## src/rtl/dmem_port_arbiter.sv

```systemverilog
// Arbitrates the single data-RAM port between CPU loads/stores and the UART programmer.
// Optional performance counters are built when DMEM_ARB_PERF_CNT_EN is defined.
module dmem_port_arbiter #(
    parameter int ADDR_W     = 14,
    parameter int DATA_W     = 32,
    parameter int UPG_ADDR_W = 15
) (
    input  logic                  clk,
    input  logic                  rst,
    input  logic                  cpu_rd_req,
    input  logic                  cpu_wr_req,
    input  logic [ADDR_W-1:0]     cpu_addr,
    input  logic [DATA_W-1:0]     cpu_wdata,
    output logic [DATA_W-1:0]     cpu_rdata,
    output logic                  cpu_stall,
    input  logic                  upg_wen_i,
    input  logic [UPG_ADDR_W-1:0] upg_adr_i,
    input  logic [DATA_W-1:0]     upg_dat_i,
    input  logic                  upg_done_i,
    output logic                  ram_wen,
    output logic [ADDR_W-1:0]     ram_adr,
    output logic [DATA_W-1:0]     ram_wdata,
    input  logic [DATA_W-1:0]     ram_rdata,
    output logic                  prog_mode,
    output logic                  err_conflict,
    output logic [31:0]           perf_stall_cnt,
    output logic [31:0]           perf_access_cnt
);

    typedef enum logic [1:0] {
        S_IDLE    = 2'd0,
        S_RD_WAIT = 2'd1,
        S_PROG    = 2'd2
    } state_t;

    state_t            state_q, state_d;
    logic [DATA_W-1:0] rdata_q, rdata_d;
    logic              err_q, err_d;
    logic              wen, stall;

    // NOTE: every signal written here gets a default first, so no path can infer a latch.
    always_comb begin
        state_d   = state_q;
        rdata_d   = rdata_q;
        err_d     = err_q;
        wen       = 1'b0;
        stall     = 1'b0;
        ram_adr   = cpu_addr;
        ram_wdata = cpu_wdata;
        cpu_rdata = rdata_q;
        case (state_q)
            S_IDLE: begin
                if (!upg_done_i) begin
                    stall   = 1'b1;
                    state_d = S_PROG;
                end else if (cpu_wr_req) begin
                    wen = 1'b1;
                    if (cpu_rd_req) err_d = 1'b1;
                end else if (cpu_rd_req) begin
                    stall   = 1'b1;
                    state_d = S_RD_WAIT;
                end
            end
            S_RD_WAIT: begin
                cpu_rdata = ram_rdata;
                // A programming session pre-empts the pending load; its data is dropped.
                if (!upg_done_i) begin
                    stall   = 1'b1;
                    state_d = S_PROG;
                end else begin
                    rdata_d = ram_rdata;
                    state_d = S_IDLE;
                end
            end
            S_PROG: begin
                stall   = 1'b1;
                wen     = upg_wen_i & upg_adr_i[UPG_ADDR_W-1];
                ram_adr = upg_adr_i[ADDR_W-1:0];
                if (wen) ram_wdata = upg_dat_i;
                if (upg_done_i) state_d = S_IDLE;
            end
            default: state_d = S_IDLE;
        endcase
    end

    // NOTE: sequential state uses non-blocking assignments only.
    always_ff @(posedge clk) begin
        if (rst) begin
            state_q <= S_IDLE;
            rdata_q <= '0;
            err_q   <= 1'b0;
        end else begin
            state_q <= state_d;
            rdata_q <= rdata_d;
            err_q   <= err_d;
        end
    end

    // Control outputs are forced quiet for the whole reset cycle.
    assign ram_wen      = wen & ~rst;
    assign cpu_stall    = stall & ~rst;
    assign prog_mode    = (state_q == S_PROG) & ~rst;
    assign err_conflict = err_q;

`ifdef DMEM_ARB_PERF_CNT_EN
    logic [31:0] stall_cnt_q, access_cnt_q;
    logic        access;

    assign access = upg_done_i &
                    (((state_q == S_IDLE) & cpu_wr_req) | (state_q == S_RD_WAIT));

    always_ff @(posedge clk) begin
        if (rst) begin
            stall_cnt_q  <= '0;
            access_cnt_q <= '0;
        end else begin
            if (cpu_stall) stall_cnt_q  <= stall_cnt_q + 32'd1;
            if (access)    access_cnt_q <= access_cnt_q + 32'd1;
        end
    end

    assign perf_stall_cnt  = stall_cnt_q;
    assign perf_access_cnt = access_cnt_q;
`else
    assign perf_stall_cnt  = '0;
    assign perf_access_cnt = '0;
`endif

endmodule

```

## config.mk

```make
export PLATFORM = sky130hd
export DESIGN_NAME = dmem_port_arbiter
export DESIGN_NICKNAME = d
export VERILOG_FILES = /design/src/rtl/dmem_port_arbiter.sv
export SDC_FILE = /design/constraint.sdc
export NUM_CORES = 1
export LEC_CHECK = 0
export ABC_AREA = 1
export CORE_AREA = 2 2 108 110
export DETAILED_ROUTE_END_ITERATION = 8
export DIE_AREA = 0 0 110 112
export HOLD_SLACK_MARGIN = 0.08
export MAX_ROUTING_LAYER = met4
export PLACE_DENSITY = 0.76
export SLEW_MARGIN = 5
export SYNTH_ARGS = -nofsm -noshare
export SYNTH_HDL_FRONTEND = slang
export SYNTH_SLANG_ARGS = --single-unit
```

## constraint.sdc

```tcl
create_clock -name clk -period 4.3 [get_ports clk]
set_input_delay 1.075 -clock clk [delete_from_list [all_inputs] [get_ports clk]]
set_output_delay 1.075 -clock clk [all_outputs]
set_load 0.05 [all_outputs]
```

# ---- Word-level counts from Yosys, hierarchy flattened
# Cells that the tools add are included.
dict set report word_totals {
  regBits 35
  inputBits 131
  out_inout_bits 146
}
dict set report classes {
  bitwise_logic 5
  n_mux 18
  n_eq_ne 5
  n_reduce_logical 4
}
# cell n
set op_table {}
lappend op_table {{$mux 32} 3}
lappend op_table {{$mux 14} 1}
lappend op_table {{$mux 2} 5}
lappend op_table {{$mux 1} 6}
lappend op_table {{$ne 3x3->1 const B} 2}
lappend op_table {{$pmux 2 s3} 1}
lappend op_table {{$and 1x1->1} 4}
lappend op_table {{$reduce_and 4->1} 1}
lappend op_table {{$pmux 1 s3} 1}
lappend op_table {{$reduce_and 3->1} 1}
lappend op_table {{$eq 2x1->1 const B} 1}
lappend op_table {{$eq 2x2->1 const B} 1}
lappend op_table {{$logic_not 2->1} 1}
lappend op_table {{$ne 2x2->1 const B} 1}
lappend op_table {{$pmux 1 s2} 1}
lappend op_table {{$reduce_and 2->1} 1}
lappend op_table {{$not 1->1} 1}

# ---- Logic depth before layout (Yosys ltp)
dict set report depth {
  depth_word 5
  mapped_depth 7
}

# ---- Worst setup path after synthesis
# OpenSTA, ideal clock, no wires.
dict set report synth_path {
  path_kind {input to output}
  startpoint {in upg_done_i}
  endpoint {out ram_wen}
  t_arrival_ns 2.223
  cell_stages 5
  setup_slack_ns 1.002
  path_buffers 1
  required_time_ns 3.225
  path_cell_list {buf_2 nand2_1 inv_1 nand2_1 a21oi_1}
}
dict set report synth_between {
  elab_chain_len 3
}
# element line_no
set synth_rtl {}
lappend synth_rtl {{start, declared} 19} ;# input logic upg_done_i,
lappend synth_rtl {{$mux 1} 53} ;# if (!upg_done_i) begin
lappend synth_rtl {{$pmux 1 s2} 51} ;# case (state_q)
lappend synth_rtl {{$and 1x1->1} 100} ;# assign ram_wen = wen & ~rst;
lappend synth_rtl {{end, declared} 20} ;# output logic ram_wen,
# Every way passes these cells.

# ---- Worst setup path after layout
dict set report layout_path {
  startpoint {in upg_adr_i[14]}
  endpoint {out ram_wdata[8]}
}
dict set report layout_between {
  elab_chain_len 3
}
# element line_no
set layout_rtl {}
lappend layout_rtl {{start, declared} 17} ;# input logic [UPG_ADDR_W-1:0] upg_adr_i,
lappend layout_rtl {{$and 1x1->1} 77} ;# wen = upg_wen_i & upg_adr_i[UPG_ADDR_W-1];
lappend layout_rtl {{$mux 32} 79} ;# if (wen) ram_wdata = upg_dat_i;
lappend layout_rtl {{$mux 32} 51}
lappend layout_rtl {{end, declared} 22} ;# output logic [DATA_W-1:0] ram_wdata,
# Every way passes these cells.

==> impl_metrics.csv <==
group,metric,value,unit
clock_network,cts-resized-gates,0,
setup_path,crit_top_cell,"buf_4",
setup_path,r2r_end,"rdata_q[3]$_SDFFE_PP0P_",
layout,fillers,1174,
placement,dpl.hpwl,7.632,mm
timing,slew_headroom,0.5052,
layout,seq_area,700.7,µm²
setup_path,critical_path.startpoint,"upg_adr_i[14]",
placement,dp_slack,0.4358,ns
status,outcome,"complete, no violations",
setup_path,reg2reg_from,"state_q[0]$_SDFFE_PP0P_",
pwr,seqPwrFrac,0.244,
timing,max_freq,259.5,MHz
clock_network,cts-root-buf,"clkbuf_16",
setup_path,r2r_setup_slack,2.29,ns
timing,final.setup.worst_slack,0.4457,ns
setup_path,worst_setup_path_end_kind,"output pin",
setup_path,cp_slowest_cell,"buf_4",
floorplanning,fp.dieW,110,µm
timing,fin_worst_skew,0.003984,ns
layout,diodes,0,
layout,final_area,5383,µm²
timing,rsz0062_at_grt,"false",
clock_network,cts_buffers,5,
clock_network,cts_tree,"built",
clock_network,numClockSinks,35,
global_routing,grt_pass1_vias,2991,
placement,portBuffers,212,
layout,final_nets,912,
detailed_routing,drt-initial-drc-count,120,
timing,tightest_slew,0.7422,ns
global_routing,grt_pass1_wl,14.29,mm
setup_path,crit_type,"in -> out",
detailed_routing,first_pass_iters,4,
setup_path,worstPathRequired,3.22,ns
detailed_routing,vias,3565,
clock_network,clk_pin_slew,0.05,ns
layout,syn_to_final_growth,59.39,%
pwr,switching_power,603.4,µW
logic_synthesis,synth-seq-cells,35,
setup_path,rr_worst_depth,7,
setup_path,arrival,2.78,ns
pwr,clkPwrFrac,0.245,
timing,setup_tns,0,ns
floorplanning,start_util,0.3022,
timing,hold_slack,0.4536,ns
pwr,p_comb_frac,0.511,
global_routing,grtUsageTotal,0.1497,
setup_path,cp_cell_sequence,"clkdlybuf4s50_1 -> nand4_4 -> buf_4 -> nand2_1 -> o21ai_2 -> buf_4",
clock_network,clk_latency,0.27,ns
floorplanning,num_rows,39,
pwr,p_sw_frac,0.4266,
pwr,p_leak,0.002760,µW
global_routing,grt-ovfl-total,0,
pwr,vdd_ir_drop_max,0.1983,mV
detailed_routing,route.detailed.drc,0,
floorplanning,die_height,112,µm
global_routing,grt_max_degree,62,
timing,period_minus_slack,3.854,ns
timing,fin_crit_sh,0.8963,
timing,setup_viol_count_final,0,
setup_path,endpoint,"ram_wdata[8]",
clock_network,cts_buffer_depth,2,
timing,drv_slew,0,
detailed_routing,routedWlPerCell,10.41,µm
clock_network,htree_levels,2,
setup_path,critical_path.max_stage_delay,0.60,ns
floorplanning,fp.dieArea,12320,µm²
logic_synthesis,ys_seq_area_frac,0.2075,
hold_path,hold_path_class,"reg -> reg",
logic_synthesis,synthCells,587,
flow_run,maxCapViolCount,0,
floorplanning,io_pins,277,
pwr,p_int,810.9,µW
layout,layout-drive-gt1-share,0.1063,
clock_network,hold_buffers,0,
timing,hold_violations,0,
clock_network,post-cts-setup-buffers,0,
floorplanning,core_area,11170,µm²
logic_synthesis,synthDistinctLibCells,23,
logic_synthesis,postSynthAreaPerCell,5.753,µm²
setup_path,crit_family,"buffers and inverters",
detailed_routing,viasPerCell,3.858,
setup_path,path_buf_inv,3,
placement,gp_congestion,0.8025,
global_routing,grt_antenna_before_repair,0,
placement,place_area,5239,µm²
detailed_routing,ant_nets,0,
logic_synthesis,yosysWarnings,0,
logic_synthesis,syn_area,3377,µm²
pwr,power_density,262.7,nW/µm²
setup_path,path_max_fanout,61,
detailed_routing,wl,9.618,mm
setup_path,critPathLaunchType,"input port",
setup_path,cp.depth,6,
layout,multiInputGateArea,1728,µm²
how the worst min path moves through the flow:
stage / startpoint / endpoint / slack, ns / depth (start not counted)
3_5_place_dp: err_conflict$_SDFFE_PP0P_ / err_conflict$_SDFFE_PP0P_ / 0.45 / 2
6_report: err_conflict$_SDFFE_PP0P_ / err_conflict$_SDFFE_PP0P_ / 0.45 / 2
3_3_place_gp: err_conflict$_SDFFE_PP0P_ / err_conflict$_SDFFE_PP0P_ / 0.46 / 2
5_1_grt: err_conflict$_SDFFE_PP0P_ / err_conflict$_SDFFE_PP0P_ / 0.48 / 2
4_1_cts: err_conflict$_SDFFE_PP0P_ / err_conflict$_SDFFE_PP0P_ / 0.46 / 2
2_1_floorplan: rdata_q[0]$_SDFFE_PP0P_ / rdata_q[0]$_SDFFE_PP0P_ / 0.49 / 4
logic make-up after synthesis:
kind of cell           Yosys count  synth area share
AO/OA/AOI/OAI                   68            0.1271
buffers and inverters          230            0.3535
flip-flops                      35            0.2075
other                            1          0.001110
AND/OR/NAND/NOR                253            0.3109
power by group through the flow:
stage                     Combinational [µW]  Sequential (µW)  Clock [µW]
after floorplan                          522              352           0
after global placement                   722              352           0
after detailed placement                 724              352           0
after CTS                                727              345         365
after global routing                     768              346         377
final                                    723              345         346
stage by stage:
stage | instances | util | power, µW
2_1_floorplan | 650 | - | 873.8
3_3_place_gp | 917 | 0.4688 | 1074
3_5_place_dp | 917 | 0.4688 | 1076
4_1_cts | 924 | 0.4817 | 1437
5_1_grt | 924 | 0.4817 | 1492
6_report | 924 | 0.4817 | 1414
routing by layer:
layer / routed length, µm / vias up / global-route usage
met2: 4623 / 142 / 0.2556
met4: 98 / 0 / 0.03544
li1: - / 1964 / -
met3: 793 / 8 / 0.03689
met5: 0 / - / -
met1: 4103 / 1451 / 0.1743
cells in the mapped netlist (all sizes together):
cell    instances  area (µm²)
nand2         177       686.9
inv           136       510.5
buf            87       654.4
o21ai          65       411.6
nor2           39       170.2
nand3          36       180.2
dfxtp          35       700.7
clkbuf          6       25.02
a21oi           2       10.01
clkinv          1       3.750
conb            1       3.750
nand4           1       12.51
o211ai          1       7.510
layout by cell type (no fill, tap or decap), drive strengths merged:
cell           instances
nand4                  1
a21oi                  2
nor2                  39
dfxtp                 35
o21ai                 65
clkinv                 2
conb                  64
clkdlybuf4s50        180
nand2                177
o211ai                 1
inv                  136
buf                   37
nand3                 36
clkbuf                 6
cell type report:
class                   count  area share
clock buffers               6     0.02580
clock inverters             1   0.0009298
inverters                 137     0.09554
multi-input cells         385      0.3210
flip-flops and latches     35      0.1302
well taps                 143     0.03324
repair buffers            217      0.3933
flip-flops by register name (all words and copies together), names as in the netlist:
| register | flops |
|---|---|
| state_q | 2 |
| err_conflict | 1 |
| rdata_q | 32 |
worst reg2reg max path, stage by stage, from the launching register on:
cell and delay, ns:
dfxtp_1 0.42, inv_2 0.13, nor2_8 0.43, buf_4 0.27, nand2_2 0.38, nand2_1 0.17
inv_1 0.05, nor2_1 0.10
Note: power is estimated with default switching activity, not from simulation.
